[src/rtl/regfile_wb_arbiter.sv]
// Writeback arbiter for the register-file write port: fixed priority to A with
// starvation escalation for B, registered write stage and pending-write scoreboard.
module regfile_wb_arbiter #(
   parameter int DATA_W       = 32,
   parameter int ADDR_W       = 5,
   parameter int STARVE_LIMIT = 4
) (
   input  logic                 clk,
   input  logic                 rst,
   input  logic                 a_valid,
   input  logic [ADDR_W-1:0]    a_addr,
   input  logic [DATA_W-1:0]    a_data,
   output logic                 a_ready,
   input  logic                 b_valid,
   input  logic [ADDR_W-1:0]    b_addr,
   input  logic [DATA_W-1:0]    b_data,
   output logic                 b_ready,
   input  logic                 sb_set,
   input  logic [ADDR_W-1:0]    sb_addr,
   output logic                 rf_we,
   output logic [ADDR_W-1:0]    rf_waddr,
   output logic [DATA_W-1:0]    rf_wdata,
   output logic [2**ADDR_W-1:0] pending,
   output logic                 grant_b
);

   localparam int         NREG  = 2**ADDR_W;
   localparam logic [3:0] LIMIT = 4'(STARVE_LIMIT);

   logic              starve;
   logic              win_b;
   logic              accept;
   logic [ADDR_W-1:0] win_addr;
   logic [DATA_W-1:0] win_data;
   logic [3:0]        wait_cnt;
   logic [NREG-1:0]   pending_nxt;

   always_comb begin
      starve   = (wait_cnt == LIMIT);
      win_b    = b_valid && (starve || !a_valid);
      a_ready  = !rst && a_valid && !win_b;
      b_ready  = !rst && win_b;
      accept   = a_ready || b_ready;
      win_addr = b_ready ? b_addr : a_addr;
      win_data = b_ready ? b_data : a_data;
   end

   // Set is applied after clear so a newly issued producer survives a retiring write.
   always_comb begin
      pending_nxt = pending;
      if (rf_we)
         pending_nxt[rf_waddr] = 1'b0;
      if (sb_set && (sb_addr != '0))
         pending_nxt[sb_addr] = 1'b1;
      pending_nxt[0] = 1'b0;
   end

   always_ff @(posedge clk) begin
      if (rst) begin
         rf_we    <= 1'b0;
         rf_waddr <= '0;
         rf_wdata <= '0;
         grant_b  <= 1'b0;
         pending  <= '0;
         wait_cnt <= '0;
      end else begin
         if (accept) begin
            // Writes to register 0 are consumed but never reach the register file.
            rf_we    <= (win_addr != '0);
            rf_waddr <= win_addr;
            rf_wdata <= win_data;
            grant_b  <= b_ready && (win_addr != '0);
         end else begin
            rf_we   <= 1'b0;
            grant_b <= 1'b0;
         end

         if (b_valid && !b_ready) begin
            if (wait_cnt != LIMIT)
               wait_cnt <= wait_cnt + 4'd1;
         end else begin
            wait_cnt <= '0;
         end

         pending <= pending_nxt;
      end
   end

endmodule

[config.mk]
export PLATFORM = sky130hd
export DESIGN_NAME = regfile_wb_arbiter
export DESIGN_NICKNAME = d
export VERILOG_FILES = /design/src/rtl/regfile_wb_arbiter.sv
export SDC_FILE = /design/constraint.sdc
export NUM_CORES = 1
export LEC_CHECK = 0
export ABC_AREA = 1
export CELL_PAD_IN_SITES_DETAIL_PLACEMENT = 1
export CELL_PAD_IN_SITES_GLOBAL_PLACEMENT = 2
export CORE_AREA = 2 2 124 126
export CTS_BUF_LIST = sky130_fd_sc_hd__clkbuf_8
export DETAILED_ROUTE_END_ITERATION = 12
export DIE_AREA = 0 0 126 128
export GPL_TIMING_DRIVEN = 0
export PLACE_DENSITY = 0.82
export RECOVER_POWER = 25
export SLEW_MARGIN = 20
export SYNTH_ARGS = -nofsm -noshare
export SYNTH_HDL_FRONTEND = slang
export SYNTH_SLANG_ARGS = --single-unit
[constraint.sdc]
create_clock -name clk -period 1.9 [get_ports clk]
set_input_delay 0.285 -clock clk [delete_from_list [all_inputs] [get_ports clk]]
set_output_delay 0.285 -clock clk [all_outputs]
set_load 0.005 [all_outputs]
### Word level (Yosys, flattened, before mapping)

Index checks and enable logic that the tools add are counted.

| storage, ports and cells | value |
|---|---|
| output and inout bits | 73 |
| input port bits | 84 |
| word-level logic and storage cells | 46 |
| bits in registers | 75 |

| cells by class | value |
|---|---|
| equal/unequal tests | 2 |
| muxes and demuxes | 8 |
| bitwise gates (word level) | 5 |
| order comparisons | 4 |
| reduce and logical (&&, ||, !) cells | 19 |
| add/subtract/negate cells | 1 |

Operators by type and width:

| kind | count |
|---|---|
| 32-bit two-way mux | 3 |
| 32-bit bitwise AND | 1 |
| 32-bit NOT | 1 |
| 32-bit OR | 1 |
| 5-bit by 6-bit < comparator with 1-bit output, second input constant | 2 |
| 1-bit demux with 5-bit select | 2 |
| 5-bit by 1-bit greater-or-equal comparator with 1-bit output, second input constant | 2 |
| 5-bit nonzero test | 2 |
| 1-bit logical AND | 9 |
| 5-bit two-way mux | 1 |
| 4-bit by 1-bit adder with 4-bit output, second input constant | 1 |
| 4-bit by 3-bit equality test with 1-bit output, second input constant | 1 |
| 1-bit logical NOT | 4 |
| 4-bit by 3-bit inequality test with 1-bit output, second input constant | 1 |
| 2-bit OR reduction | 2 |
| 1-bit logical OR | 2 |
| 1-bit two-way mux | 2 |
| 1-bit NOT | 2 |

### Logic depth before layout (Yosys ltp)

Gate-level depths: netlist of the first run.

| logic depth | value |
|---|---|
| depth in word-level cells | 9 |
| mapped depth | 11 |
| mapped depth without buffers | 10 |

### Least setup slack after synthesis of the first run

Ideal clock, no wire load.

| path | value |
|---|---|
| path kind | flip-flop to flip-flop |
| start point | reg wait_cnt[0] |
| end point | reg rf_we |
| setup slack | 0.453 ns |
| cell stages (with the launch flop) | 12 |
| clock period less this slack | 1.447 ns |
| library setup time | 0.120 ns |
| required time | 1.780 ns |
| buffers on the path | 1 |
| arrival time | 1.326 ns |
| path through | dfxtp_1 inv_1 ha_1 nand3_2 nand2_2 nand2_4 buf_6 nand2_1 o21ai_2 nand2_1 nor2_2 nor2_1 |

| on the way | value |
|---|---|
| cells in the longest elaborated chain, start to end | 8 |
| elaborated cells between the ends (all ways) | 11 |
| classes of those cells | 1 x eq/ne; 1 x mux; 1 x bitwise; 8 x reduce/logical |

Ends and longest elaborated chain:

| what | RTL line | RTL |
|---|---|---|
| start, declared | 35 | `logic [3:0] wait_cnt;` |
| start signal, assigned | 80 | `wait_cnt <= wait_cnt + 4'd1;` |
| 4-bit by 3-bit equality test with 1-bit output (*) | 39 | `starve = (wait_cnt == LIMIT);` |
| 1-bit logical OR (*) | 40 | `win_b = b_valid && (starve \|\| !a_valid);` |
| 1-bit logical AND (*) | 40 |  |
| 1-bit logical NOT | 41 | `a_ready = !rst && a_valid && !win_b;` |
| 1-bit logical AND | 41 |  |
| 1-bit logical OR | 43 | `accept = a_ready \|\| b_ready;` |
| 1-bit NOT (no source line) | -- |  |
| 2-bit OR reduction (no source line) | -- |  |
| end signal, assigned | 69 | `rf_we <= (win_addr != '0);` |
| end, declared | 20 | `output logic rf_we,` |

Mark *: on every way between the ends. The rest lies on a longest branch, timed or not.
A chain may end at the register's enable or synchronous reset.

### Worst setup path in the final report of the first run

| path | value |
|---|---|
| start point | reg wait_cnt[1] |
| end point | out b_ready |

| on the way | value |
|---|---|
| cells in the longest elaborated chain, start to end | 4 |

Ends and longest elaborated chain:

| what | RTL line | RTL |
|---|---|---|
| 4-bit by 3-bit equality test with 1-bit output | 39 |  |
| 1-bit logical OR | 40 |  |
| 1-bit logical AND | 40 |  |
| 1-bit logical AND | 42 | `b_ready = !rst && win_b;` |
| end, declared | 17 | `output logic b_ready,` |

No other way between the ends.

==> results_dict.tcl, run 1 <==
set metrics [dict create \
    clkLatencyLatePin_ns 0.36 \
    layout.cells.non_filler 798 \
    cts.sinks 74 \
    vias 3672 \
    h-tree-depth 3 \
    hpwl_mm 9.98 \
    critical_path.endpoint_type "output port" \
    tritoncts "done" \
    synthesis.nets 517 \
    period_needed_ns 1.79 \
    utilization_pct 35.4 \
    slew_viol_final 0 \
    grt_setup_unrepaired "no" \
    critical_path_class "reg2out" \
    r2r_cells 11 \
    clock_tree.buffer_depth 2 \
    holdCritStartpoint "rst" \
    cp.arrival_ns 1.51 \
    fin_worst_skew_ns 0.0112 \
    viasPerCell 4.60 \
    ys_seq_area_share_pct 46.3 \
    grt_pass1_vias 3958 \
    root_buffer "clkbuf_8" \
    cp-start-kind "flip-flop" \
    pin_count 157 \
    hold_buffers 0 \
    die_w_um 126 \
    p_leak_nw 2.09 \
    yosysWarnings 0 \
    netlist_area_um2 3200 \
    drv_cap 0 \
    antenna_found_initial 0 \
    dieArea_um2 16100 \
    grt_pass1_wl_mm 20.4 \
    ys_seq_elements 74 \
    drt_pass1_iterations 4 \
    setup_violations 0 \
    port-buffer-count 154 \
    drtAntennaViolNets 0 \
    final_layout_size_suffix_gt1_share_pct 9.51 \
    rr_endpoint "rf_we" \
    finalSetupTns_ns 0 \
    syn-instance-count 431 \
    p_per_area_nw_per_um2 693 \
    cts_buffers 9 \
    tightest_slew_ns 0.992 \
    layout.nets 691 \
    min_delay_worst_endpoint "pending[29]" \
    hold_viol_final 0 \
    cp_data_required_time_ns 1.62 \
    grt_overflow 0 \
    fp.dieH_um 128 \
    start_util_pct 21.5 \
    avgSynthCellArea_um2 7.42 \
    dp_cells 773 \
    place_ws_ns -0.440 \
    row_count 45 \
    fillers 1852 \
    place.gp.congestion 0.779 \
    core_region_area_um2 14900 \
    regToRegStartpoint "wait_cnt[1]" \
    grt_max_degree 13 \
    path_clk_slew_ns 0.08 \
    routedWlPerCell_um 16.2 \
    synth_cell_types 27 \
    grt_usage_pct 16.0 \
    worst_slack_ns 0.106 \
    relSlewSlack_pct 33.4 \
    area_growth_pct 64.6 \
    fin_crit_sh_pct 94.4 \
    num_antenna_cells 0 \
    drtIter0Drc 191 \
    crit_path_max_fanout 5 \
    routed_wl_mm 12.9 \
    drc_errors 0 \
    hold_path_depth 2 \
    r2r_slack_ns 0.18 \
    status "finished clean" \
    hold_class "in2reg" \
    ir_worst_vdd_mv 0.319 \
    fmax_mhz 557 \
]
-- how the worst max path moves through the flow --
stage                            from          end  depth (start not counted)  slack (ns)
after floorplan           wait_cnt[0]        rf_we                         11        0.45
after global placement        b_valid      b_ready                          7       -0.33
after detailed placement   sb_addr[1]  pending[22]                          5       -0.44
after CTS                 wait_cnt[0]      b_ready                          8       -0.01
after global routing      wait_cnt[1]      b_ready                          8      0.0001
final                     wait_cnt[1]      b_ready                          8        0.11
-- per-stage QoR --
step / cell area [µm²] / total power [mW] / hold WS [ns]
floorplan: 3200 / 1.99 / 0.430
global placement: 4980 / 2.44 / 0.443
detailed placement: 4990 / 2.46 / 0.456
CTS: 5250 / 3.70 / 0.276
global route: 5270 / 3.85 / 0.274
finish: 5270 / 3.65 / 0.267
-- cells in the final DEF, fill, tap and decap left out, types with 2 or more instances in the layout --
cell and count:
a31oi_1 24, buf_6 2, buf_4 16, nand2_1 114, inv_1 36, dfxtp_1 72
dfxtp_2 2, buf_1 2, nor2_1 6, dlygate4sd3_1 7, nor3_2 3, o21ai_2 2
nand3_1 24, a21oi_1 58, nor3_1 9, o211ai_1 12, clkinv_2 2, clkbuf_8 9
inv_2 4, clkinvlp_4 2, clkbuf_1 3, buf_2 8, clkdlybuf4s50_1 145, o21ai_0 34
-- metal layers --
layer  track usage (%)  vias up  part of all wire, %
li1                  -     1797                    -
met1              17.9     1731                   41
met2              27.5      132                   48
met3              7.26       12                  9.5
met4              4.59        0                  1.3
met5                 0        -                    0
-- logic make-up after synthesis --
kind of cell	count (synthesis)	share of synthesized area [%]
XOR/XNOR	1	0.274
AND/OR/NAND/NOR	162	21.4
other	1	0.117
buffers and inverters	61	8.64
adder cells (fa/ha/maj)	2	0.782
flip-flops	74	46.3
AO/OA/AOI/OAI	130	22.4
-- cells in the mapped netlist --
| cell | number | area [µm²] |
|---|---|---|
| o21ai_2 | 2 | 17.5 |
| clkbuf_1 | 3 | 11.3 |
| nand2_2 | 1 | 6.26 |
| nand3b_1 | 1 | 7.51 |
| inv_1 | 36 | 135 |
| buf_4 | 8 | 60.1 |
| a21oi_1 | 58 | 290 |
| buf_1 | 2 | 7.51 |
| o21ai_0 | 34 | 170 |
| nand2_1 | 113 | 424 |
| dfxtp_1 | 74 | 1480 |
| nand3_2 | 1 | 10.0 |
| nand4_1 | 1 | 6.26 |
| ha_1 | 2 | 25.0 |
| buf_6 | 1 | 11.3 |
| inv_2 | 3 | 11.3 |
| conb_1 | 1 | 3.75 |
| nor2_4 | 1 | 11.3 |
| o211ai_1 | 12 | 90.1 |
| a31oi_1 | 24 | 150 |
| nand3_1 | 24 | 120 |
| xnor2_1 | 1 | 8.76 |
| nor2_2 | 1 | 6.26 |
| buf_2 | 8 | 40.0 |
| nor3_1 | 12 | 60.1 |
| nor2_1 | 6 | 22.5 |
| nand2_4 | 1 | 11.3 |
-- critical path: stages, from the launching register on --
cell	delay [ns]
dfxtp_2	0.33
inv_2	0.07
ha_4	0.15
nand3_4	0.09
nand2_1	0.14
nand2_4	0.10
inv_6	0.07
buf_6	0.09
clkbuf_2	0.10
-- repair_timing --
action                                  4_1_cts  5_1_grt
endpoints found under the setup margin        6        1
buffers inserted                              5        4
pin swaps                                     2        3
gates resized for setup                      14        2
hold endpoints to repair                      0        0
-- sequential cells by signal (all words and copies together), names as in the netlist --
signal / flops
rf_wdata: 32
pending: 31
rf_waddr: 5
wait_cnt: 4
grant_b: 1
rf_we: 1
-- power by group --
part	switching [mW]	internal [mW]	total [mW]
Combinational	0.313	0.410	0.723
Clock	0.627	0.593	1.22
Sequential	0.0633	1.64	1.71
-- layout make-up --
class / instances / area (µm²) / share of cell area [%]
Buffer: 22 / 134 / 2.54
Multi-Input combinational cell: 296 / 1470 / 28.0
Tap cell: 188 / 235 / 4.47
Sequential cell: 74 / 1480 / 28.2
Clock inverter: 7 / 62.6 / 1.19
Clock buffer: 9 / 124 / 2.35
Timing Repair Buffer: 163 / 1600 / 30.4
Inverter: 39 / 151 / 2.87
(Power assumes the default switching activity.)
==> run 2: changes to the inputs <==
CORE_AREA = 2 2 121 123   (was 2 2 124 126)
DIE_AREA = 0 0 123 125   (was 0 0 126 128)
PLACE_DENSITY = 0.86   (was 0.82)
clock period = 2.3 ns   (was 1.9 ns; I/O delays follow)
==> run 2 against run 1 <==
Global-route usage grew 0.49 points; largest power group unchanged; via count down 0.63%; flip-flop and latch count unchanged; largest cell class unchanged; die area decreased by 4.7%; clock skew down 0.0010 ns; highest routed layer unchanged; count of clock-buffer cells in the layout stayed put; first-iteration DRC count shrank 46%; critical path depth shrank 2; clock power is essentially flat; final cell count fell by 1.6%; hold slack improved by 0.035 ns; routed wire length down 1.6%.
==> results_dict.tcl, run 2 (synthesis results as in run 1) <==
set metrics [dict create \
    cp-start-kind "flip-flop" \
    hpwl_mm 10.1 \
    drv_cap 0 \
    r2r_slack_ns 0.52 \
    routedWlPerCell_um 16.2 \
    met2_length_mm 5.98 \
    clkLatencyLatePin_ns 0.37 \
    p_leak_nw 2.07 \
    setup_violations 0 \
    final_cell_mix "clkdlybuf4s50_1, nand2_1, dfxtp_1" \
    holdCritStartpoint "rst" \
    grt_pass1_vias 3806 \
    final_common_cell "clkdlybuf4s50_1" \
    viasPerCell 4.65 \
    rr_endpoint "rf_wdata[5]" \
    relSlewSlack_pct 22.3 \
    final_layout_size_suffix_gt1_share_pct 6.82 \
    drt_pass1_iterations 4 \
    power_mw 3.22 \
    m1WireLength_mm 5.02 \
    crit_slowest_cell "clkdlybuf4s50_1" \
    grt_pass1_wl_mm 19.5 \
    num_antenna_cells 0 \
    port-buffer-count 154 \
    r2r_cells 11 \
    cp.arrival_ns 1.77 \
    top_register "rf_wdata" \
    grt_max_degree 13 \
    cts_buffers 9 \
    tightest_slew_ns 1.16 \
    pin_count 157 \
    clock_tree.buffer_depth 2 \
    vias 3649 \
    root_buffer "clkbuf_8" \
    cp_data_required_time_ns 1.96 \
    critical_path.max_stage_delay_ns 0.44 \
    crit_path_max_fanout 4 \
    grt_usage_pct 16.5 \
    dieArea_um2 15400 \
    die_w_um 123 \
    fin_worst_skew_ns 0.0102 \
    slew_viol_final 0 \
    antenna_found_initial 0 \
    fmax_mhz 473 \
    highest_layer "met4" \
    status "finished clean" \
    routed_wl_mm 12.7 \
    min_delay_worst_endpoint "pending[29]" \
    hold_path_depth 2 \
    place.gp.congestion 0.818 \
    layout.nets 683 \
    largest_reg_flops 32 \
    critical_path.endpoint_type "output port" \
    grt_overflow 0 \
    fp.dieH_um 125 \
    path_cells "inv_2 -> ha_4 -> nand3_4 -> o211ai_1 -> inv_1 -> clkdlybuf4s50_1" \
    reg_top3 "rf_wdata: 32 flops, pending: 31 flops, rf_waddr: 5 flops" \
    hold_viol_final 0 \
    critical_path_class "reg2out" \
    hold_class "in2reg" \
    fin_crit_sh_pct 91.9 \
    tritoncts "done" \
    area_growth_pct 63.6 \
    core_region_area_um2 14200 \
    path_clk_slew_ns 0.08 \
    grt_setup_unrepaired "no" \
    row_count 44 \
    drtIter0Drc 104 \
    finalSetupTns_ns 0 \
    hold_buffers 0 \
    ir_worst_vdd_mv 0.293 \
    h-tree-depth 3 \
    drc_errors 0 \
    start_util_pct 22.5 \
    cts.sinks 74 \
    regToRegStartpoint "wait_cnt[0]" \
    period_needed_ns 2.11 \
    layout.cells.non_filler 785 \
    dp_cells 769 \
    drtAntennaViolNets 0 \
    p_per_area_nw_per_um2 616 \
    dr_wl_met3_mm 1.51 \
]
## run 2: changes by cell type in the layout (fill, tap and decap cells not counted), moves of 3 or more
cell / before / now
buf_4: 16 / 5
dlygate4sd3_1: 7 / 15
clkdlybuf4s50_1: 145 / 138
clkbuf_1: 3 / 7
nor3_1: 9 / 12
nor3_2: 3 / 0
## run 2: worst max path at each step
stage / from / end / slack [ns] / cells past startpoint
6_report: wait_cnt[0] / a_ready / 0.19 / 6
2_1_floorplan: wait_cnt[0] / rf_we / 0.85 / 11
4_1_cts: rst / a_ready / 0.15 / 6
3_3_place_gp: b_valid / b_ready / -0.09 / 7
5_1_grt: wait_cnt[1] / a_ready / 0.07 / 6
3_5_place_dp: b_valid / b_ready / -0.07 / 7
## run 2: per-stage QoR
step                setup slack (ns)  hold WS (ns)  util (%)  area, µm²
finish                         0.187         0.302      36.8       5230
global route                  0.0735         0.309      36.8       5230
CTS                            0.154         0.287      37.0       5250
detailed placement           -0.0695         0.463      35.0       4970
global placement             -0.0875         0.444      35.0       4970
floorplan                      0.853         0.430         -       3200
## run 2: metal layers
metal | vias to the layer above | GRT usage, %
met5 | - | 0
met4 | 0 | 5.41
met3 | 14 | 7.94
met2 | 150 | 28.0
met1 | 1698 | 17.9
li1 | 1787 | -
## run 2: power breakdown
group          switching [mW]  internal [mW]
combinational           0.254          0.328
sequential             0.0538           1.36
clock                   0.521          0.711
total                   0.828           2.40
## run 2: area by class of cell
type | count | area, µm²
Fill cell | 1799 | 8970
Multi-Input combinational cell | 296 | 1460
Inverter | 39 | 151
Clock buffer | 9 | 124
Sequential cell | 74 | 1480
Clock inverter | 6 | 108
Buffer | 22 | 125
Tap cell | 184 | 230
Timing Repair Buffer | 155 | 1550
## run 2: what timing repair did
action / CTS / global route
setup endpoints to repair: 1 / 0
buffers inserted: 1 / 0
gates resized for setup: 13 / 0
## run 2: worst max-delay path, delay by kind of cell, from the launching register on
kind | cells | cell delay (ns)
buf+inv | 3 | 0.58
simple gates | 1 | 0.11
fa+ha+maj | 1 | 0.16
compound gates | 1 | 0.22
flops | 1 | 0.34
==> run 3: changes to the inputs <==
REMOVE_ABC_BUFFERS = 1   (was unset)
==> run 3 against run 2 <==
Hold slack improved by 0.10 ns; sequential power barely moved; critical path depth did not move; clock power rose by 7%; core utilization barely moved; non-clock buffer count fell by 17; clock skew barely moved; sequential share of layout area barely moved; final cell count fell by 1.7%; critical path type is now in2out; highest routed layer unchanged.
==> results_dict.tcl, run 3 (synthesis results as in run 1) <==
set metrics [dict create \
    status "finished clean" \
    drc_errors 0 \
    drtAntennaViolNets 0 \
    num_antenna_cells 0 \
    layout.cells.non_filler 772 \
    start_util_pct 22.5 \
    clock_tree.buffer_depth 2 \
    routed_wl_mm 12.7 \
    drv_cap 0 \
    die_w_um 123 \
    port-buffer-count 155 \
    grt_usage_pct 17.0 \
    grt_pass1_vias 3824 \
    drt_pass1_iterations 4 \
    grt_setup_unrepaired "no" \
    cts_buffers 9 \
    fp.dieH_um 125 \
    hold_class "in2reg" \
    design_area_um2 5230 \
    dieArea_um2 15400 \
    fin_crit_sh_pct 95.8 \
    path_clk_slew_ns 0.09 \
    root_buffer "clkbuf_8" \
    tightest_slew_ns 1.12 \
    ir_worst_vdd_mv 0.238 \
    crit_slowest_cell "dlygate4sd3_1" \
    tritoncts "done" \
    cts.sinks 74 \
    vias 3584 \
    period_needed_ns 2.20 \
    top_register "rf_wdata" \
    cp_num_buf_inv 4 \
    hpwl_mm 8.90 \
    reg_top3 "rf_wdata: 32 flops, pending: 31 flops, rf_waddr: 5 flops" \
    crit_path_max_fanout 2 \
    path_cells "dlygate4sd3_1 -> inv_1 -> nor2_4 -> nand2_8 -> inv_16 -> clkdlybuf4s50_1" \
    h-tree-depth 3 \
    core_region_area_um2 14200 \
    largest_reg_flops 32 \
    fmax_mhz 454 \
    routedWlPerCell_um 16.5 \
    grt_pass1_wl_mm 20.1 \
    slew_viol_final 0 \
    clkLatencyLatePin_ns 0.37 \
    row_count 44 \
    final_common_cell "clkdlybuf4s50_1" \
    cp-start-kind "input port" \
    viasPerCell 4.64 \
    critical_path.max_stage_delay_ns 0.58 \
    grt_max_degree 73 \
    dp_cells 748 \
    final_cell_mix "clkdlybuf4s50_1, nand2_1, dfxtp_1" \
    hold_viol_final 0 \
    setup_violations 0 \
    relSlewSlack_pct 24.5 \
    p_per_area_nw_per_um2 631 \
    grt_overflow 0 \
    critical_path.endpoint_type "output port" \
    crit_family "buffers and inverters" \
    fin_worst_skew_ns 0.0102 \
    pin_count 157 \
    cp_data_required_time_ns 1.96 \
    cp.arrival_ns 1.86 \
    critical_path_class "in2out" \
    layout.nets 669 \
    place_area_um2 4850 \
    antenna_found_initial 0 \
    drtIter0Drc 159 \
    final_layout_size_suffix_gt1_share_pct 5.95 \
    place.gp.congestion 0.815 \
    area_growth_pct 63.4 \
    p_leak_nw 2.07 \
]
==> run 3: cell types whose count changed in the layout (fill, tap and decap cells not counted), sizes merged <==
cell / previous run / this run
clkinv: 2 / 0
nand2: 115 / 117
dlygate4sd3: 15 / 26
clkbuf: 16 / 12
dlygate4sd2: 1 / 0
clkinvlp: 0 / 1
clkdlybuf4s50: 138 / 128
buf: 16 / 5
inv: 40 / 41
==> run 3: path summary, 6_finish.rpt <==
path	start	to	slack, ns	cells past startpoint
max	b_valid	b_ready	0.1	6
min	rst	pending[1]	0.40	2
max reg2reg	wait_cnt[0]	rf_we	0.40	12
min reg2reg	pending[6]	pending[6]	0.48	2
==> run 3: through the flow <==
| step | total power, mW | util [%] | hold WS (ns) | setup TNS, ns | setup WS [ns] |
|---|---|---|---|---|---|
| finish | 3.30 | 36.8 | 0.405 | 0 | 0.0968 |
| global route | 3.46 | 36.8 | 0.419 | 0 | 0.0157 |
| CTS | 3.35 | 36.6 | 0.378 | 0 | 0.0281 |
| detailed placement | 2.01 | 34.1 | 0.464 | -10.08 | -0.712 |
| global placement | 1.99 | 34.2 | 0.447 | -64.52 | -1.81 |
| floorplan | 1.62 | - | 0.414 | 0 | 0.487 |
==> run 3: final cells by class <==
| class | instances | area (µm²) |
|---|---|---|
| fillers | 1735 | 8980 |
| clock inverters | 5 | 101 |
| repair inverters | 1 | 8.76 |
| flip-flops and latches | 74 | 1480 |
| well taps | 184 | 230 |
| multi-input cells | 298 | 1500 |
| clock buffers | 11 | 151 |
| inverters | 39 | 168 |
| repair buffers | 160 | 1580 |
==> run 3: metal layers <==
layer  vias to the layer above  share of wire, %  routed length (µm)  track usage (%)
li1                       1755                 -                   -                -
met1                      1668                42                5390             19.9
met2                       145                45                5680             27.1
met3                        16                11                1380             7.34
met4                         0               2.2                 274             7.02
met5                         -                 0                   0                0
==> run 3: report_power, final <==
group / switching, mW / total [mW] / leakage, nW / internal (mW)
sequential: 0.0496 / 1.41 / 0.609 / 1.36
combinational: 0.262 / 0.579 / 1.33 / 0.317
clock: 0.536 / 1.31 / 0.127 / 0.777
==> run 3: timing repair <==
action,4_1_cts,5_1_grt
resized for setup,10,2
setup endpoints to repair,2,2
buffers inserted,4,1
cloned,3,0
pin swaps,3,1
hold buffers,0,0
